[src/rtl/nav_pkg.sv]
// Shared codes for the rover motion sequencer: motor directions, command and
// status encodings, manual button patterns and the sequencer state type.
//
// state    | meaning
// ---------+----------------------------------------------------------
// S_IDLE   | waiting for a command; motors neutral; ready when not manual
// S_RUN    | executing STRAIGHT / TURN_RIGHT / TURN_LEFT with power ramp
// S_BRAKE  | motors neutral for SETTLE cycles after any command ends
// S_REPORT | one cycle that raises DONE and publishes STATUS
package nav_pkg;

    localparam logic [1:0] DIR_FWD = 2'b00;
    localparam logic [1:0] DIR_NEU = 2'b01;
    localparam logic [1:0] DIR_REV = 2'b10;

    localparam logic [1:0] CMD_STOP     = 2'b00;
    localparam logic [1:0] CMD_STRAIGHT = 2'b01;
    localparam logic [1:0] CMD_TURN_R   = 2'b10;
    localparam logic [1:0] CMD_TURN_L   = 2'b11;

    localparam logic [1:0] ST_OK      = 2'b00;
    localparam logic [1:0] ST_TIMEOUT = 2'b01;
    localparam logic [1:0] ST_STOPPED = 2'b10;

    localparam logic [4:0] BTN_PIVOT_R = 5'b00001;
    localparam logic [4:0] BTN_REV     = 5'b00010;
    localparam logic [4:0] BTN_FWD     = 5'b00100;
    localparam logic [4:0] BTN_PIVOT_L = 5'b01000;
    localparam logic [4:0] BTN_SPIN_R  = 5'b10000;

    typedef enum logic [1:0] {
        S_IDLE   = 2'd0,
        S_RUN    = 2'd1,
        S_BRAKE  = 2'd2,
        S_REPORT = 2'd3
    } nav_state_e;

endpackage

[src/rtl/nav_power_ramp.sv]
// Soft-start power ramp shared by both tracks. The level climbs one step every
// RAMP_DIV enabled cycles while below the selected power and drops straight to
// the selected power if the selection falls below it. The next-cycle level is
// exported so the registered motor outputs show each step on the same edge the
// ramp register takes it.
module nav_power_ramp #(
    parameter int PW       = 3,
    parameter int RAMP_DIV = 1000
) (
    input  logic          clk_i,
    input  logic          rst_ni,
    input  logic          clr_i,
    input  logic          en_i,
    input  logic [PW-1:0] pwr_sel_i,
    output logic [PW-1:0] level_nxt_o
);

    localparam int            CW       = (RAMP_DIV > 1) ? $clog2(RAMP_DIV) : 1;
    localparam logic [CW-1:0] DIV_LAST = CW'(RAMP_DIV - 1);

    logic [CW-1:0] div_q, div_d;
    logic [PW-1:0] level_q, level_d;

    // Prescaler and level update; clamp wins over a pending step.
    always_comb begin
        div_d   = div_q;
        level_d = level_q;
        if (clr_i) begin
            div_d   = '0;
            level_d = '0;
        end else begin
            if (en_i) begin
                if (div_q == DIV_LAST) begin
                    div_d = '0;
                    if (level_q < pwr_sel_i) begin
                        level_d = level_q + PW'(1);
                    end
                end else begin
                    div_d = div_q + CW'(1);
                end
            end
            if (level_q > pwr_sel_i) begin
                level_d = pwr_sel_i;
            end
        end
    end

    // Ramp state registers.
    always_ff @(posedge clk_i or negedge rst_ni) begin
        if (!rst_ni) begin
            div_q   <= '0;
            level_q <= '0;
        end else begin
            div_q   <= div_d;
            level_q <= level_d;
        end
    end

    assign level_nxt_o = level_d;

endmodule

[src/rtl/nav_motion_sequencer.sv]
// Command-driven motion sequencer for the two-track rover. Accepts one command
// at a time, drives MC1 (right) / MC2 (left) with ramped power, side-wall trim
// and turn-completion detection, brakes for SETTLE cycles, then pulses DONE.
// A manual override forces the sequencer idle and drives the tracks from the
// button pattern at the selected power.
module nav_motion_sequencer
    import nav_pkg::*;
#(
    parameter int DW       = 8,
    parameter int PW       = 3,
    parameter int RAMP_DIV = 1000,
    parameter int TURN_TOL = 10,
    parameter int TRIM_DB  = 1,
    parameter int SETTLE   = 50000,
    parameter int TIMEOUT  = 2**24-1
) (
    input  logic          CLK,
    input  logic          RST_N,
    input  logic          MANUAL,
    input  logic [4:0]    BTN,
    input  logic [PW-1:0] PWR_SEL,
    input  logic          CMD_VALID,
    input  logic [1:0]    CMD,
    input  logic [DW-1:0] DIST_TARGET,
    output logic          CMD_READY,
    input  logic [DW-1:0] DIST_FRONT,
    input  logic [DW-1:0] DIST_SIDE_FRONT,
    input  logic [DW-1:0] DIST_SIDE_BACK,
    output logic [PW+1:0] MC1,
    output logic [PW+1:0] MC2,
    output logic          DONE,
    output logic [1:0]    STATUS
);

    localparam int            TW          = $clog2(TIMEOUT + 1);
    localparam int            SW          = $clog2(SETTLE + 1);
    localparam logic [TW-1:0] RUN_LAST    = TW'(TIMEOUT - 1);
    localparam logic [SW-1:0] SETTLE_LAST = SW'(SETTLE - 1);
    localparam logic [PW+1:0] MC_NEUTRAL  = {{PW{1'b0}}, DIR_NEU};

    nav_state_e    state_q;
    logic [1:0]    cmd_q;
    logic [DW-1:0] tgt_q;
    logic [TW-1:0] run_cnt_q;
    logic [SW-1:0] settle_cnt_q;
    logic [1:0]    pend_q;
    logic [1:0]    status_q;
    logic          done_q;
    logic          ready_q;
    logic [PW+1:0] mc1_q, mc1_d;
    logic [PW+1:0] mc2_q, mc2_d;

    logic [PW-1:0] ramp_nxt;
    logic [PW-1:0] boost;
    logic [DW-1:0] side_diff;
    logic          trim_on;
    logic          boost_mc1;
    logic          boost_mc2;
    logic          run_done;
    logic          timeout_hit;
    logic          accept;

    nav_power_ramp #(
        .PW       (PW),
        .RAMP_DIV (RAMP_DIV)
    ) u_ramp (
        .clk_i       (CLK),
        .rst_ni      (RST_N),
        .clr_i       (state_q != S_RUN),
        .en_i        (state_q == S_RUN),
        .pwr_sel_i   (PWR_SEL),
        .level_nxt_o (ramp_nxt)
    );

    assign side_diff = (DIST_SIDE_FRONT > DIST_SIDE_BACK) ? (DIST_SIDE_FRONT - DIST_SIDE_BACK)
                                                          : (DIST_SIDE_BACK - DIST_SIDE_FRONT);
    assign trim_on   = side_diff > DW'(TRIM_DB);
    assign boost_mc1 = trim_on && (DIST_SIDE_FRONT > DIST_SIDE_BACK);
    assign boost_mc2 = trim_on && (DIST_SIDE_FRONT < DIST_SIDE_BACK);
    assign boost     = (&ramp_nxt) ? ramp_nxt : ramp_nxt + PW'(1);

    // Turn check is widened by one bit so front + tolerance cannot wrap.
    assign run_done    = (cmd_q == CMD_STRAIGHT)
                       ? (DIST_FRONT <= tgt_q)
                       : (({1'b0, DIST_FRONT} + (DW+1)'(TURN_TOL)) >= {1'b0, tgt_q});
    assign timeout_hit = (run_cnt_q == RUN_LAST);
    assign accept      = CMD_VALID && ready_q;

    // Motor drive for the next edge: manual buttons override, else RUN command.
    always_comb begin
        mc1_d = MC_NEUTRAL;
        mc2_d = MC_NEUTRAL;
        if (MANUAL) begin
            mc1_d = {PWR_SEL, DIR_NEU};
            mc2_d = {PWR_SEL, DIR_NEU};
            case (BTN)
                BTN_PIVOT_R: mc2_d = {PWR_SEL, DIR_FWD};
                BTN_REV: begin
                    mc1_d = {PWR_SEL, DIR_REV};
                    mc2_d = {PWR_SEL, DIR_REV};
                end
                BTN_FWD: begin
                    mc1_d = {PWR_SEL, DIR_FWD};
                    mc2_d = {PWR_SEL, DIR_FWD};
                end
                BTN_PIVOT_L: mc1_d = {PWR_SEL, DIR_FWD};
                BTN_SPIN_R: begin
                    mc1_d = {PWR_SEL, DIR_REV};
                    mc2_d = {PWR_SEL, DIR_FWD};
                end
                default: ;
            endcase
        end else if (state_q == S_RUN) begin
            case (cmd_q)
                CMD_STRAIGHT: begin
                    mc1_d = {(boost_mc1 ? boost : ramp_nxt), DIR_FWD};
                    mc2_d = {(boost_mc2 ? boost : ramp_nxt), DIR_FWD};
                end
                CMD_TURN_R: begin
                    mc1_d = {ramp_nxt, DIR_REV};
                    mc2_d = {ramp_nxt, DIR_FWD};
                end
                CMD_TURN_L: begin
                    mc1_d = {ramp_nxt, DIR_FWD};
                    mc2_d = {ramp_nxt, DIR_REV};
                end
                default: ;
            endcase
        end
    end

    // Sequencer FSM with its counters and all registered outputs.
    always_ff @(posedge CLK or negedge RST_N) begin
        if (!RST_N) begin
            state_q      <= S_IDLE;
            cmd_q        <= CMD_STOP;
            tgt_q        <= '0;
            run_cnt_q    <= '0;
            settle_cnt_q <= '0;
            pend_q       <= ST_OK;
            status_q     <= ST_OK;
            done_q       <= 1'b0;
            ready_q      <= 1'b0;
            mc1_q        <= MC_NEUTRAL;
            mc2_q        <= MC_NEUTRAL;
        end else begin
            mc1_q   <= mc1_d;
            mc2_q   <= mc2_d;
            done_q  <= 1'b0;
            ready_q <= 1'b0;
            if (MANUAL) begin
                state_q <= S_IDLE;
            end else begin
                case (state_q)
                    S_IDLE: begin
                        settle_cnt_q <= '0;
                        if (accept) begin
                            cmd_q     <= CMD;
                            tgt_q     <= DIST_TARGET;
                            run_cnt_q <= '0;
                            if (CMD == CMD_STOP) begin
                                state_q <= S_BRAKE;
                                pend_q  <= ST_STOPPED;
                            end else begin
                                state_q <= S_RUN;
                            end
                        end else begin
                            ready_q <= 1'b1;
                        end
                    end
                    S_RUN: begin
                        run_cnt_q    <= run_cnt_q + TW'(1);
                        settle_cnt_q <= '0;
                        if (timeout_hit) begin
                            state_q <= S_BRAKE;
                            pend_q  <= ST_TIMEOUT;
                        end else if (run_done) begin
                            state_q <= S_BRAKE;
                            pend_q  <= ST_OK;
                        end
                    end
                    S_BRAKE: begin
                        if (settle_cnt_q == SETTLE_LAST) begin
                            state_q <= S_REPORT;
                        end else begin
                            settle_cnt_q <= settle_cnt_q + SW'(1);
                        end
                    end
                    S_REPORT: begin
                        done_q   <= 1'b1;
                        status_q <= pend_q;
                        state_q  <= S_IDLE;
                    end
                    default: state_q <= S_IDLE;
                endcase
            end
        end
    end

    assign CMD_READY = ready_q;
    assign MC1       = mc1_q;
    assign MC2       = mc2_q;
    assign DONE      = done_q;
    assign STATUS    = status_q;

endmodule

[config.mk]
export PLATFORM = sky130hd
export DESIGN_NAME = nav_motion_sequencer
export DESIGN_NICKNAME = d
export VERILOG_FILES = /design/src/rtl/nav_pkg.sv /design/src/rtl/nav_power_ramp.sv /design/src/rtl/nav_motion_sequencer.sv
export SDC_FILE = /design/constraint.sdc
export NUM_CORES = 1
export LEC_CHECK = 0
export CORE_ASPECT_RATIO = 1.25
export CORE_MARGIN = 5
export CORE_UTILIZATION = 38
export CTS_CLUSTER_SIZE = 24
export DETAILED_ROUTE_END_ITERATION = 6
export PLACE_DENSITY_LB_ADDON = 0.3
export SLEW_MARGIN = 5
export SYNTH_ARGS = -nofsm -noshare
export SYNTH_HDL_FRONTEND = slang
export SYNTH_SLANG_ARGS = --single-unit
[constraint.sdc]
create_clock -name CLK -period 3.67 [get_ports CLK]
set_clock_uncertainty 0.2 [all_clocks]
set_input_delay 0.734 -clock CLK [delete_from_list [all_inputs] [get_ports CLK]]
set_output_delay 0.734 -clock CLK [all_outputs]
set_load 0.02 [all_outputs]
==> results of run 1 <==
-- final cells by class --
type	instances	area (sq um)
inverter	52	195.2
sequential	81	2029
fill	1309	7368
clock buffer	11	242.7
multi-input combinational	437	3077
clock inverter	5	56.30
tap	175	219.0
timing repair buffer	72	685.7
-- routing by layer --
metal  share of wire, %  up-vias
met3                3.4       13
met4                1.4        0
met1                 44     2168
met2                 51       71
met5                  0        -
li1                   -     2179
-- cell usage after synthesis (12+ instances only) --
cell type  instances
ha_1              44
and3_1            13
nand2_1           41
a21oi_1           21
nand4_1           17
mux2_2            12
o21ai_0           17
inv_1             52
nor2_1            60
dfrtp_1           79
nand3_1           28
xor2_1            36
xnor2_1           17
-- cells by family after synthesis --
kind of cell               after synthesis  share of synthesized area (%)
AOI/OAI and AO/OA                      108                          13.90
and+or+nand+nor                        212                          20.09
xor gates and xnor gates                53                          8.636
muxes                                   18                          3.631
DFF                                     81                          37.76
buffers and inverters                   67                          5.005
adders and majority gates               46                          10.99
-- flip-flops by register name (all words and copies together) (netlist names) --
name,cells
CMD_READY,1
DONE,1
MC1,5
MC2,5
STATUS,2
cmd_q,2
pend_q,2
run_cnt_q,24
settle_cnt_q,16
state_q,2
tgt_q,8
u_ramp.div_q,10
u_ramp.level_q,3
-- report_power, final --
part / internal (W) / switching, W / leakage (nW)
sequential: 0.00102 / 0.000101 / 1.09
combinational: 0.000489 / 0.000590 / 1.77
clock: 0.000544 / 0.000364 / 0.145
total: 0.00205 / 0.00105 / 3.00
-- worst paths after layout --
| kind | startpoint | end | slack (ns) | cells past startpoint |
|---|---|---|---|---|
| max in group asynchronous | RST_N | tgt_q[1]$_DFFE_PN0P_ | 2.25 | 1 |
| worst min register to register | u_ramp.div_q[0]$_DFF_PN0_ | u_ramp.div_q[0]$_DFF_PN0_ | 0.28 | 1 |
| worst max register to register | u_ramp.div_q[0]$_DFF_PN0_ | MC1[3]$_DFF_PN0_ | 0.71 | 10 |
| worst min-delay path | u_ramp.div_q[0]$_DFF_PN0_ | u_ramp.div_q[0]$_DFF_PN0_ | 0.28 | 1 |
| worst max-delay path | PWR_SEL[1] | MC1[3]$_DFF_PN0_ | 0.35 | 12 |
| min in group asynchronous | RST_N | settle_cnt_q[7]$_DFFE_PN0P_ | 0.37 | 1 |
-- metrics by stage --
stage                     total power [W]  utilization, %  instance area [sq um]  cells  hold slack, ns
after global placement           0.002184           44.73                   6206    817          0.2500
after detailed placement         0.002216           44.73                   6206    817          0.2685
final                            0.003104           46.89                   6505    833          0.2797
after CTS                        0.003137           46.89                   6505    833          0.2850
after floorplan                  0.001864               -                   5375    585          0.2329
after global routing             0.003314           46.89                   6505    833          0.3035
==> out/metrics.cfg, run 1 <==
[detailed_routing]
wl_per_cell_um = 14.69
routed_wirelength_um = 12240
drc = 0
drtPass1Iterations = 4
drt-initial-drc-count = 373
vias = 4431
viasPerCell = 5.319
drtAntennaViolNets = 0

[timing]
setup_ws_ns = 0.3496
period_minus_slack_ns = 3.320
finalMaxSlewViolations = 0
fin_setup_tns_ns = 0
slew_headroom_pct = 31.72
fmax_mhz = 301.2
hold_violations = 0
rsz0062_at_grt = no
finalCritPeriodShare_pct = 90.47
setup_viol = 0
worst_pin_slew_ns = 1.024

[placed_design]
port_buffers = 59
dpl.hpwl_um = 9226
gp_congestion = 0.8573
pre_cts_slack_ns = 0.02793

[global_route]
met1_usage_pct = 19.56
top_usage_layer = met2
antenna_found_initial = 0
grt_pass1_wl_um = 21050
grt_use_met2_pct = 26.64
grt_pass1_vias = 4659
gr-total-overflow = 0
grt_max_degree = 82
met3_usage_pct = 2.755
grt_use_total_pct = 15.58

[yosys]
synth_top_area_cell = dfrtp_1
async_flop_share_pct = 100.0
netlist_instances = 585
synth_seq_cells = 81
synthFlopType = dfrtp_1
synth_warnings = 0
ys_types = 67
synth_area_per_cell_sq_um = 9.188
synth_edf_count = 0
synth_top_cells_by_area = dfrtp_1 37%, ha_1 10%, xor2_1 5.9%
yosysTopAreaCellShare_pct = 36.78
yosysSeqAreaShare_pct = 37.76
synth_fp_nets = 677
syn_area_sq_um = 5375

[clocking]
cts_tree = done
postCtsSetupBuffers = 0
cts.clk_slew.worst_paths_ns = 0.06
clockBufferDepth = 2
insertion_delay_ns = 0.34
cts_hold_buffers = 0
htreeDepth = 3
numCtsBuffers = 9
clockRootBuffer = clkbuf_16
clkSinkCount = 81
cts_resized = 0

[outcome]
status = completed

[floorplanning]
dieArea_sq_um = 16640
row_count = 48
initial_utilization_pct = 38.74
die_w_um = 116.4
die_h_um = 143.0
ioPinCount = 60
core_area_sq_um = 13870

[power_and_ir_drop]
p_leak_nw = 3.005
p_per_area_nw_per_um2 = 477.1
irDropWorstVdd_mv = 0.2387

[worst_setup_path]
start_kind = input port
critPathRequiredTime_ns = 3.72
path_max_fanout = 6
cp_num_buf_inv = 2
cp_data_arrival_time_ns = 3.37
crit_family = compound AO/OA/AOI/OAI gates
worstSetupPathType = input port to flop
cpPeakStageDelay_ns = 0.49
path_cells = clkdlybuf4s50_1 > inv_1 > ha_1 > and3_1 > a21oi_1 > a211oi_1 > a211oi_1 > and2_1 > ha_1 > a31o_1 > o21ai_1 > a31oi_1
cpMaxStageDelayCell = clkdlybuf4s50_1
cp-end-kind = flop

[finish]
diodes = 0
final_common_cell = dfrtp_1
drive_above_1_share_pct = 8.511
layout.nets = 745
area_delta_synth_final_pct = 21.02
final_cell_mix = 79 x dfrtp_1, 60 x nor2_1, 58 x clkdlybuf4s50_1

[job]
maxCapViolations = 0

[min_path]
worstHoldPathType = flop to flop

No activity file was read; power rests on OpenSTA's default activity.
==> run 2, diff against run 1 <==
- CORE_ASPECT_RATIO: 1.25 -> 0.5
- SKIP_LAST_GASP: not set -> 1
==> run 2 against run 1 <==
Against the previous run: die area rose by 0.78%; flip-flop and latch count did not move; largest cell class unchanged; critical path type unchanged; power fell by 2.8%; maximum frequency fell by 2.1%; cell count rose by 2.0%; via count fell by 1.5%; critical path depth did not move; highest routed layer unchanged; worst hold slack got worse by 0.0090 ns; combinational power barely moved; critical endpoint is now MC2[3]$_DFF_PN0_; routed wire length fell by 5.8%; non-clock buffer count rose by 1.
==> out/metrics.cfg, run 2 (synthesis gave the netlist of run 1 again) <==
[clocking]
cts_tree = done  ; unchanged
numCtsBuffers = 9  ; unchanged
clockRootBuffer = clkbuf_16  ; unchanged
clockBufferDepth = 2  ; unchanged
clkSinkCount = 81  ; unchanged
cts.clk_slew.worst_paths_ns = 0.06  ; about the same
postCtsSetupBuffers = 0  ; unchanged
cts_hold_buffers = 0  ; unchanged
htreeDepth = 3  ; unchanged
insertion_delay_ns = 0.34  ; about the same

[global_route]
antenna_found_initial = 0  ; unchanged
grt_use_total_pct = 14.21  ; was 15.58%
grt_pass1_vias = 4292  ; was 4659
gr-total-overflow = 0  ; unchanged
grt_max_degree = 82  ; unchanged
grt_pass1_wl_um = 19690  ; was 21050 um

[finish]
diodes = 0  ; unchanged
design_area_sq_um = 6513  ; was 6505 sq um
stdcell_count = 850  ; was 833
largest_reg_flops = 24  ; unchanged
final_cell_mix = 79 x dfrtp_1, 60 x nor2_1, 58 x clkdlybuf4s50_1  ; unchanged
regArea_sq_um = 2029  ; unchanged
multi_input_area_sq_um = 3083  ; was 3077 sq um
area_delta_synth_final_pct = 21.16  ; was 21.02%
layout.nets = 746  ; was 745
drive_above_1_share_pct = 8.663  ; was 8.511%
top_register = run_cnt_q  ; unchanged
reg.largest.list = run_cnt_q x24, settle_cnt_q x16, u_ramp.div_q x10  ; unchanged
final_common_cell = dfrtp_1  ; unchanged
fillCellCount = 1304  ; was 1309

[worst_setup_path]
worstSetupPathType = input port to flop  ; unchanged
critPathRequiredTime_ns = 3.72  ; about the same
cp-end-kind = flop  ; unchanged
path_max_fanout = 6  ; unchanged
cp_data_arrival_time_ns = 3.44  ; was 3.37 ns
start_kind = input port  ; unchanged

[detailed_routing]
drtPass1Iterations = 4  ; unchanged
drt-initial-drc-count = 228  ; was 373
wl_per_cell_um = 13.57  ; was 14.69 um
vias = 4366  ; was 4431
drtAntennaViolNets = 0  ; unchanged
wl_met1_um = 5632  ; was 5427 um
dr_wl_met2_um = 5367  ; was 6219 um
routed.top_layer = met4  ; unchanged
viasPerCell = 5.136  ; was 5.319
dr_wl_met3_um = 396  ; was 420 um
routed_wirelength_um = 11530  ; was 12240 um
drc = 0  ; unchanged

[floorplanning]
initial_utilization_pct = 39.23  ; was 38.74%
ioPinCount = 60  ; unchanged
die_w_um = 178.2  ; was 116.4 um
core_area_sq_um = 13700  ; was 13870 sq um
die_h_um = 94.10  ; was 143.0 um
row_count = 30  ; was 48
dieArea_sq_um = 16770  ; was 16640 sq um

[timing]
hold_violations = 0  ; unchanged
finalMaxSlewViolations = 0  ; unchanged
fin_setup_tns_ns = 0  ; unchanged
rsz0062_at_grt = no  ; unchanged
setup_ws_ns = 0.2783  ; was 0.3496 ns
holdWs_ns = 0.2707  ; was 0.2797 ns
worst_pin_slew_ns = 1.011  ; was 1.024 ns
finalCritPeriodShare_pct = 92.42  ; was 90.47%
slew_headroom_pct = 32.60  ; was 31.72%
setup_viol = 0  ; unchanged
fmax_mhz = 294.8  ; was 301.2 MHz
period_minus_slack_ns = 3.392  ; was 3.320 ns

[power_and_ir_drop]
p_seq_share_pct = 36.7  ; was 36.0%
combinationalPowerShare_pct = 35.8  ; was 34.8%
p_leak_nw = 2.992  ; was 3.005 nW
p_int_w = 0.001980  ; was 0.002050 W
irDropWorstVdd_mv = 0.2228  ; was 0.2387 mV
switching_share_pct = 34.39  ; was 33.96%
p_sw_w = 0.001038  ; was 0.001054 W
p_per_area_nw_per_um2 = 463.5  ; was 477.1 nW/um^2
p_clk_share_pct = 27.5  ; was 29.3%

[job]
maxCapViolations = 0  ; unchanged

[placed_design]
port_buffers = 59  ; unchanged
numPlacedInstances = 835  ; was 817
gp_congestion = 0.8464  ; was 0.8573
dpl.hpwl_um = 8739  ; was 9226 um
pre_cts_slack_ns = -0.01246  ; was 0.02793 ns
dpl_cell_area_sq_um = 6235  ; was 6206 sq um

[outcome]
status = completed  ; unchanged

[min_path]
worstHoldPathType = flop to flop  ; unchanged

## run 2: path summary, 6_finish.rpt
kind | from | cells after the start | endpoint | slack (ns)
max in group asynchronous | RST_N | 1 | run_cnt_q[14]$_DFFE_PN0P_ | 2.25
min reg2reg | u_ramp.div_q[0]$_DFF_PN0_ | 1 | u_ramp.div_q[0]$_DFF_PN0_ | 0.27
max reg2reg | u_ramp.div_q[0]$_DFF_PN0_ | 10 | MC2[3]$_DFF_PN0_ | 0.60
min in group asynchronous | RST_N | 1 | MC2[2]$_DFF_PN0_ | 0.37
max | PWR_SEL[1] | 12 | MC2[3]$_DFF_PN0_ | 0.28
min | u_ramp.div_q[0]$_DFF_PN0_ | 1 | u_ramp.div_q[0]$_DFF_PN0_ | 0.27
## run 2: power by group through the flow
| stage | Clock, W | Combinational, W | Sequential [W] |
|---|---|---|---|
| after floorplan | 0 | 0.000751 | 0.00111 |
| after global placement | 0 | 0.00106 | 0.00112 |
| after detailed placement | 0 | 0.00108 | 0.00113 |
| after CTS | 0.000849 | 0.00109 | 0.00111 |
| after global routing | 0.000892 | 0.00122 | 0.00113 |
| final | 0.000829 | 0.00108 | 0.00111 |
## run 2: metrics by stage
stage	utilization, %	power, W
final	47.53	0.003018
after global placement	45.51	0.002188
after global routing	47.53	0.003236
after detailed placement	45.51	0.002206
after CTS	47.49	0.003046
after floorplan	-	0.001864
## run 2: what timing repair did
item | in CTS | in global routing
gates resized for setup | 0 | 1
setup endpoints to repair | 0 | 1
endpoints found under the hold margin | 0 | 0
## run 2: area by class of cell
| class | count | area share [%] |
|---|---|---|
| repair buffers | 73 | 10.64 |
| inverters | 52 | 2.997 |
| clock buffers | 11 | 3.727 |
| well taps | 192 | 3.689 |
| clock inverters | 4 | 0.4419 |
| multi-input cells | 437 | 47.34 |
| flip-flops and latches | 81 | 31.16 |
## run 2: critical path, cell delays in order
cell and delay [ns]:
clkdlybuf4s50_1 0.49, inv_1 0.07, ha_1 0.31, and3_1 0.18, a21oi_1 0.32, a211oi_1 0.10, a211oi_1 0.30, and2_1 0.20
ha_1 0.29, a31o_1 0.21, o21ai_1 0.06, a31oi_1 0.18
## run 2: metal layers
| metal | vias to the layer above | GRT usage [%] |
|---|---|---|
| met3 | 10 | 3.498 |
| li1 | 2188 | - |
| met5 | - | 0 |
| met1 | 2095 | 18.66 |
| met4 | 0 | 3.574 |
| met2 | 73 | 23.62 |
